[src/rtl/mccoy_core_param.sv]
// mccoy_core_param: parametrised accumulator core with register file, NZCV flags,
// optional saturating ADD/SUB and a combinational debug read port.
module mccoy_core_param #(
  parameter int DATA_W   = 8,
  parameter int IMM_W    = 3,
  parameter int SATURATE = 0
) (
  input  logic              clk,
  input  logic              reset,
  input  logic              instr_valid,
  input  logic [IMM_W+2:0]  instr,
  input  logic [IMM_W-1:0]  dbg_addr,
  output logic [DATA_W-1:0] dbg_data,
  output logic [DATA_W-1:0] acc_out,
  output logic [3:0]        flags
);
  localparam logic [2:0] OP_LI  = 3'b000;
  localparam logic [2:0] OP_LR  = 3'b001;
  localparam logic [2:0] OP_SUB = 3'b010;
  localparam logic [2:0] OP_ADD = 3'b011;
  localparam logic [2:0] OP_NOT = 3'b100;
  localparam logic [2:0] OP_LIH = 3'b101;
  localparam logic [2:0] OP_SR  = 3'b110;
  localparam logic [2:0] OP_CMP = 3'b111;
  localparam logic [DATA_W-1:0] S_MIN = {1'b1, {(DATA_W-1){1'b0}}};
  localparam logic [DATA_W-1:0] S_MAX = ~S_MIN;

  logic [DATA_W-1:0] r_regs [2**IMM_W];
  logic [DATA_W-1:0] r_acc;
  logic [3:0]        r_flags;

  logic [2:0]        w_op;
  logic [IMM_W-1:0]  w_opnd;
  logic [DATA_W-1:0] w_r, w_b, w_res, w_sat, w_acc_nx, w_nz_src;
  logic [DATA_W:0]   w_sum;
  logic              w_is_sub, w_arith, w_v;
  logic [3:0]        w_flags_nx;

  assign w_op     = instr[2:0];
  assign w_opnd   = instr[IMM_W+2:3];
  assign w_r      = (w_opnd == '0) ? '0 : r_regs[w_opnd];
  assign w_is_sub = (w_op == OP_SUB) || (w_op == OP_CMP);
  assign w_arith  = w_is_sub || (w_op == OP_ADD);

  // Subtraction as acc + ~R + 1, so the carry out is the no-borrow flag.
  assign w_b   = w_is_sub ? ~w_r : w_r;
  assign w_sum = {1'b0, r_acc} + {1'b0, w_b} + {{DATA_W{1'b0}}, w_is_sub};
  assign w_res = w_sum[DATA_W-1:0];
  assign w_v   = (r_acc[DATA_W-1] == w_b[DATA_W-1]) && (w_res[DATA_W-1] != r_acc[DATA_W-1]);
  assign w_sat = (SATURATE != 0 && w_v) ? (r_acc[DATA_W-1] ? S_MIN : S_MAX) : w_res;

  always_comb begin
    w_acc_nx = (w_op == OP_LI)  ? {{(DATA_W-IMM_W){w_opnd[IMM_W-1]}}, w_opnd} :
               (w_op == OP_LR)  ? w_r :
               (w_op == OP_SUB || w_op == OP_ADD) ? w_sat :
               (w_op == OP_NOT) ? ~r_acc :
               (w_op == OP_LIH) ? {r_acc[DATA_W-IMM_W-1:0], w_opnd} :
               r_acc;
    w_nz_src = (w_op == OP_CMP) ? w_res : w_acc_nx;
    w_flags_nx = (w_op == OP_SR) ? r_flags :
                 {w_nz_src[DATA_W-1], w_nz_src == '0,
                  w_arith ? {w_sum[DATA_W], w_v} : r_flags[1:0]};
  end

  always_ff @(posedge clk or negedge reset) begin
    if (!reset) begin
      r_acc   <= '0;
      r_flags <= '0;
      for (int i = 0; i < 2**IMM_W; i++) r_regs[i] <= '0;
    end else if (instr_valid) begin
      r_acc   <= w_acc_nx;
      r_flags <= w_flags_nx;
      if (w_op == OP_SR && w_opnd != '0) r_regs[w_opnd] <= r_acc;
    end
  end

  assign dbg_data = (dbg_addr == '0) ? '0 : r_regs[dbg_addr];
  assign acc_out  = r_acc;
  assign flags    = r_flags;
endmodule

[config.mk]
export PLATFORM = sky130hd
export DESIGN_NAME = mccoy_core_param
export DESIGN_NICKNAME = d
export VERILOG_FILES = /design/src/rtl/mccoy_core_param.sv
export SDC_FILE = /design/constraint.sdc
export NUM_CORES = 1
export LEC_CHECK = 0
export BUFFER_PORTS_ARGS = -buffer_cell sky130_fd_sc_hd__buf_2
export CAP_MARGIN = 20
export CORE_ASPECT_RATIO = 1.25
export CORE_MARGIN = 4
export CORE_UTILIZATION = 40
export CTS_CLUSTER_DIAMETER = 60
export DETAILED_ROUTE_END_ITERATION = 10
export HOLD_SLACK_MARGIN = 0.03
export PLACE_DENSITY = 0.52
export REMOVE_ABC_BUFFERS = 1
export SLEW_MARGIN = 5
export SYNTH_ARGS = -nofsm -noshare
export SYNTH_HDL_FRONTEND = slang
export SYNTH_SLANG_ARGS = --single-unit
[constraint.sdc]
create_clock -name clk -period 3.69 [get_ports clk]
set_input_delay 0.1845 -clock clk [delete_from_list [all_inputs] [get_ports clk]]
set_output_delay 0.1845 -clock clk [all_outputs]
set_load 0.05 [all_outputs]
==> impl_results.md <==
* Largest net degree at the start of global routing at 77
* GRT Residual Overflow at 0
* Final Max Tran Viols at 0
* Finished Layout Cells at approximately 670
* RSZ-0062 raised after global routing: no
* Placed cell count at around 650
* CTS max path bufs at 2
* Critical path type: input pin to flip-flop
* DR WL/cell at slightly above 20 µm
* Final RePlAce weighted congestion at 0.8778
* Port bufs at 31
* Final setup violation count at 0
* Max-slew headroom at 32.63%
* First-pass GRT wire length at 22200 µm
* Post-Syn Area per Cell at ~10 µm²
* Final WL at roughly 14000 µm
* #FFs+latches synth at 76
* DR pass1 iterations at 7
* Core area at 12220 µm²
* Post-CTS Resized at 0
* Fin Hold WS at about 0.19 ns
* # IOs at 32
* WP data required at approximately 3.9 ns
* Status: finished, final reports clean
* Post-Route Setup TNS at 0 ns
* Final Cycle Share at roughly nine tenths
* Slew @ Worst Pin at ~1 ns
* CTS Root Buffer Type: clkbuf_16
* Cell count after synthesis at a little under 500
* Yosys warning count at 0
* Lkg Pwr at roughly 2.6 nW
* Post-DRT Antenna Nets at 0
* CTS buffer count at 9
* Die span in y at between 100 and 150 µm
* Post-Syn Area at roughly 5000 µm²
* Hold/Removal Path Class: input pin to flip-flop
* Die Wd at around 110 µm
* Initial core utilization at 41.11%
* Initial DRC count at ~250
* CTS tree: yes
* Crit path capture type: flip-flop
* Minimum clock period at ~3.3 ns
* Clock skew at 0.006652 ns
* Crit path DAT at between 3 and 4 ns
* Synth async-reset ratio at between 90% and 100%
* DR DRC count at 0
* Clock-pin slew on the worst setup and hold paths at approximately 0.06 ns
* Post-synth EDFFs at 0
* Antenna Cells at 0
* Row count at 45
* Share of layout cells above drive strength 1 at slightly below 30%
* GRT Overall Usage at approximately 20%
* Synthesis-to-finish area growth at 13.20%
* Yosys cell types at 63
* Max Freq at 304.7 MHz
* Fillcell total at 1182
* Vias per cell at roughly 5.8
* Register area share after synthesis at 37.87%
* DPL Wire Length at between 9000 and 10000 µm
* Fin. Hold Viols at 0
* Clock latency on the worst-skew pair at around 0.33 ns
* Die area at about 14000 µm²
* CTS Sinks at 76
* Vias at 3897
* VDD IR-drop max at around 260 µV
* Max cap viols at 0
* CP Max Fanout at 21
* Vias in the first global route at approximately 4000
* H-tree depth at 3
* Post-synth top flop: dfrtp_1
* Power Density at approximately 570 nW/µm²
* Worst Setup Start Kind: input pin
* Initial antenna violation count at 0
* Fin nets at between 500 and 600
## report_power, final
group | switching (mW) | internal (mW) | leakage [nW]
registers | 0.187 | 0.983 | 0.998
logic | 0.638 | 0.469 | 1.40
clock network | 0.357 | 0.614 | 0.156
## layout make-up
cell class	count	area (µm²)	share of cell area (%)
clock inverters	5	85.08	1.496
multi-input cells	357	2890	50.84
flip-flops and latches	76	1902	33.45
clock buffers	11	242.7	4.269
repair buffers	51	330.3	5.810
inverters	8	30.03	0.5282
well taps	164	205.2	3.609
## sequential cells by signal, indices dropped and copies added, names as in the netlist
signal and cells:
acc_out 8, flags 4, r_regs 64
## layout by cell type (no fill, tap or decap), types with 10 or more instances in the layout
| cell | netlist | routed |
|---|---|---|
| buf_2 | 7 | 30 |
| xor2_1 | 10 | 10 |
| mux2_2 | 54 | 54 |
| mux2i_1 | 33 | 33 |
| nand2_1 | 39 | 39 |
| mux4_2 | 16 | 16 |
| o21ai_0 | 35 | 35 |
| nor2b_1 | 16 | 16 |
| buf_4 | 2 | 19 |
| dfrtp_1 | 76 | 76 |
| nor2_1 | 32 | 32 |
| a21oi_1 | 13 | 13 |
| a221oi_1 | 10 | 10 |
## logic make-up after synthesis
logic type | synth area share (%)
AND/OR/NAND/NOR | 12.56
AO/OA/AOI/OAI | 14.60
multiplexers | 26.16
flip-flops | 37.87
buffers and inverters | 4.584
XOR/XNOR | 2.093
adder cells (fa/ha/maj) | 2.142
## repair_timing
action                                 CTS  global route
setup buffers                            0             0
hold buffers                             0             1
setup endpoints to repair                0             0
endpoints found under the hold margin    0            24
## routing by layer
metal | share of wire [%] | global-route usage (%) | vias up
met4 | 2.5 | 7.298 | 0
met2 | 51 | 33.68 | 88
met1 | 43 | 25.83 | 1977
met5 | 0 | 0 | -
li1 | - | - | 1806
met3 | 3.4 | 3.490 | 26
## through the flow
step / setup slack (ns) / area [µm²] / power, mW / utilization [%]
CTS: 0.4202 / 5648 / 3.267 / 46.23
global placement: 0.1018 / 5320 / 2.280 / 43.54
global route: 0.1960 / 5685 / 3.439 / 46.53
finish: 0.4076 / 5685 / 3.248 / 46.53
floorplan: 0.6864 / 4822 / 1.931 / -
detailed placement: 0.08436 / 5320 / 2.288 / 43.54
## worst paths after layout
path	startpoint	end	slack (ns)	depth (start not counted)
worst max-delay path	instr[4]	flags[2]	0.41	13
worst min-delay path	instr_valid	acc_out[7]	0.19	4
worst max register to register	r_regs[1]	flags[2]	0.44	12
worst min register to register	r_regs[59]	r_regs[59]	0.37	0
max in group asynchronous	reset	r_regs[49]	2.80	3
min in group asynchronous	reset	flags[1]	0.31	2
## worst max-delay path, cell delays in order
cell       delay (ns)
buf_2            0.44
mux2i_1          0.16
mux4_2           0.51
xor2_1           0.20
inv_1            0.08
fa_1             0.43
nor2b_1          0.21
o21a_1           0.18
o31a_1           0.18
a21oi_1          0.09
a2111oi_0        0.44
a22oi_1          0.15
o31ai_1          0.24
## synth_stat cells (all sizes together), types with 2 or more instances
master	n	area share [%]
nor2b	16	2.0
mux2	55	12
nor2	32	2.4
nand2b	6	0.75
a22oi	2	0.40
o21a	4	0.60
buf	15	2.0
nor3b	2	0.50
a211oi	2	0.55
a21oi	13	1.3
and2	3	0.37
xnor2	2	0.35
o31ai	6	0.90
a2bb2oi	2	0.47
o211ai	5	0.75
and3	4	0.50
a21o	4	0.60
nor3	10	1.1
a311oi	2	0.35
ha	7	1.7
nand2	39	2.9
clkbuf	27	2.0
a221oi	10	1.7
or2	2	0.25
or3	2	0.25
xor2	10	1.7
mux4	16	7.2
o22a	2	0.35
nand3	8	0.90
a31oi	3	0.37
o21ba	2	0.40
dfrtp	76	38
o2bb2ai	2	0.35
mux2i	33	6.6
o21ai	35	3.5
inv	7	0.52
Power figures use the tool's default switching activity.
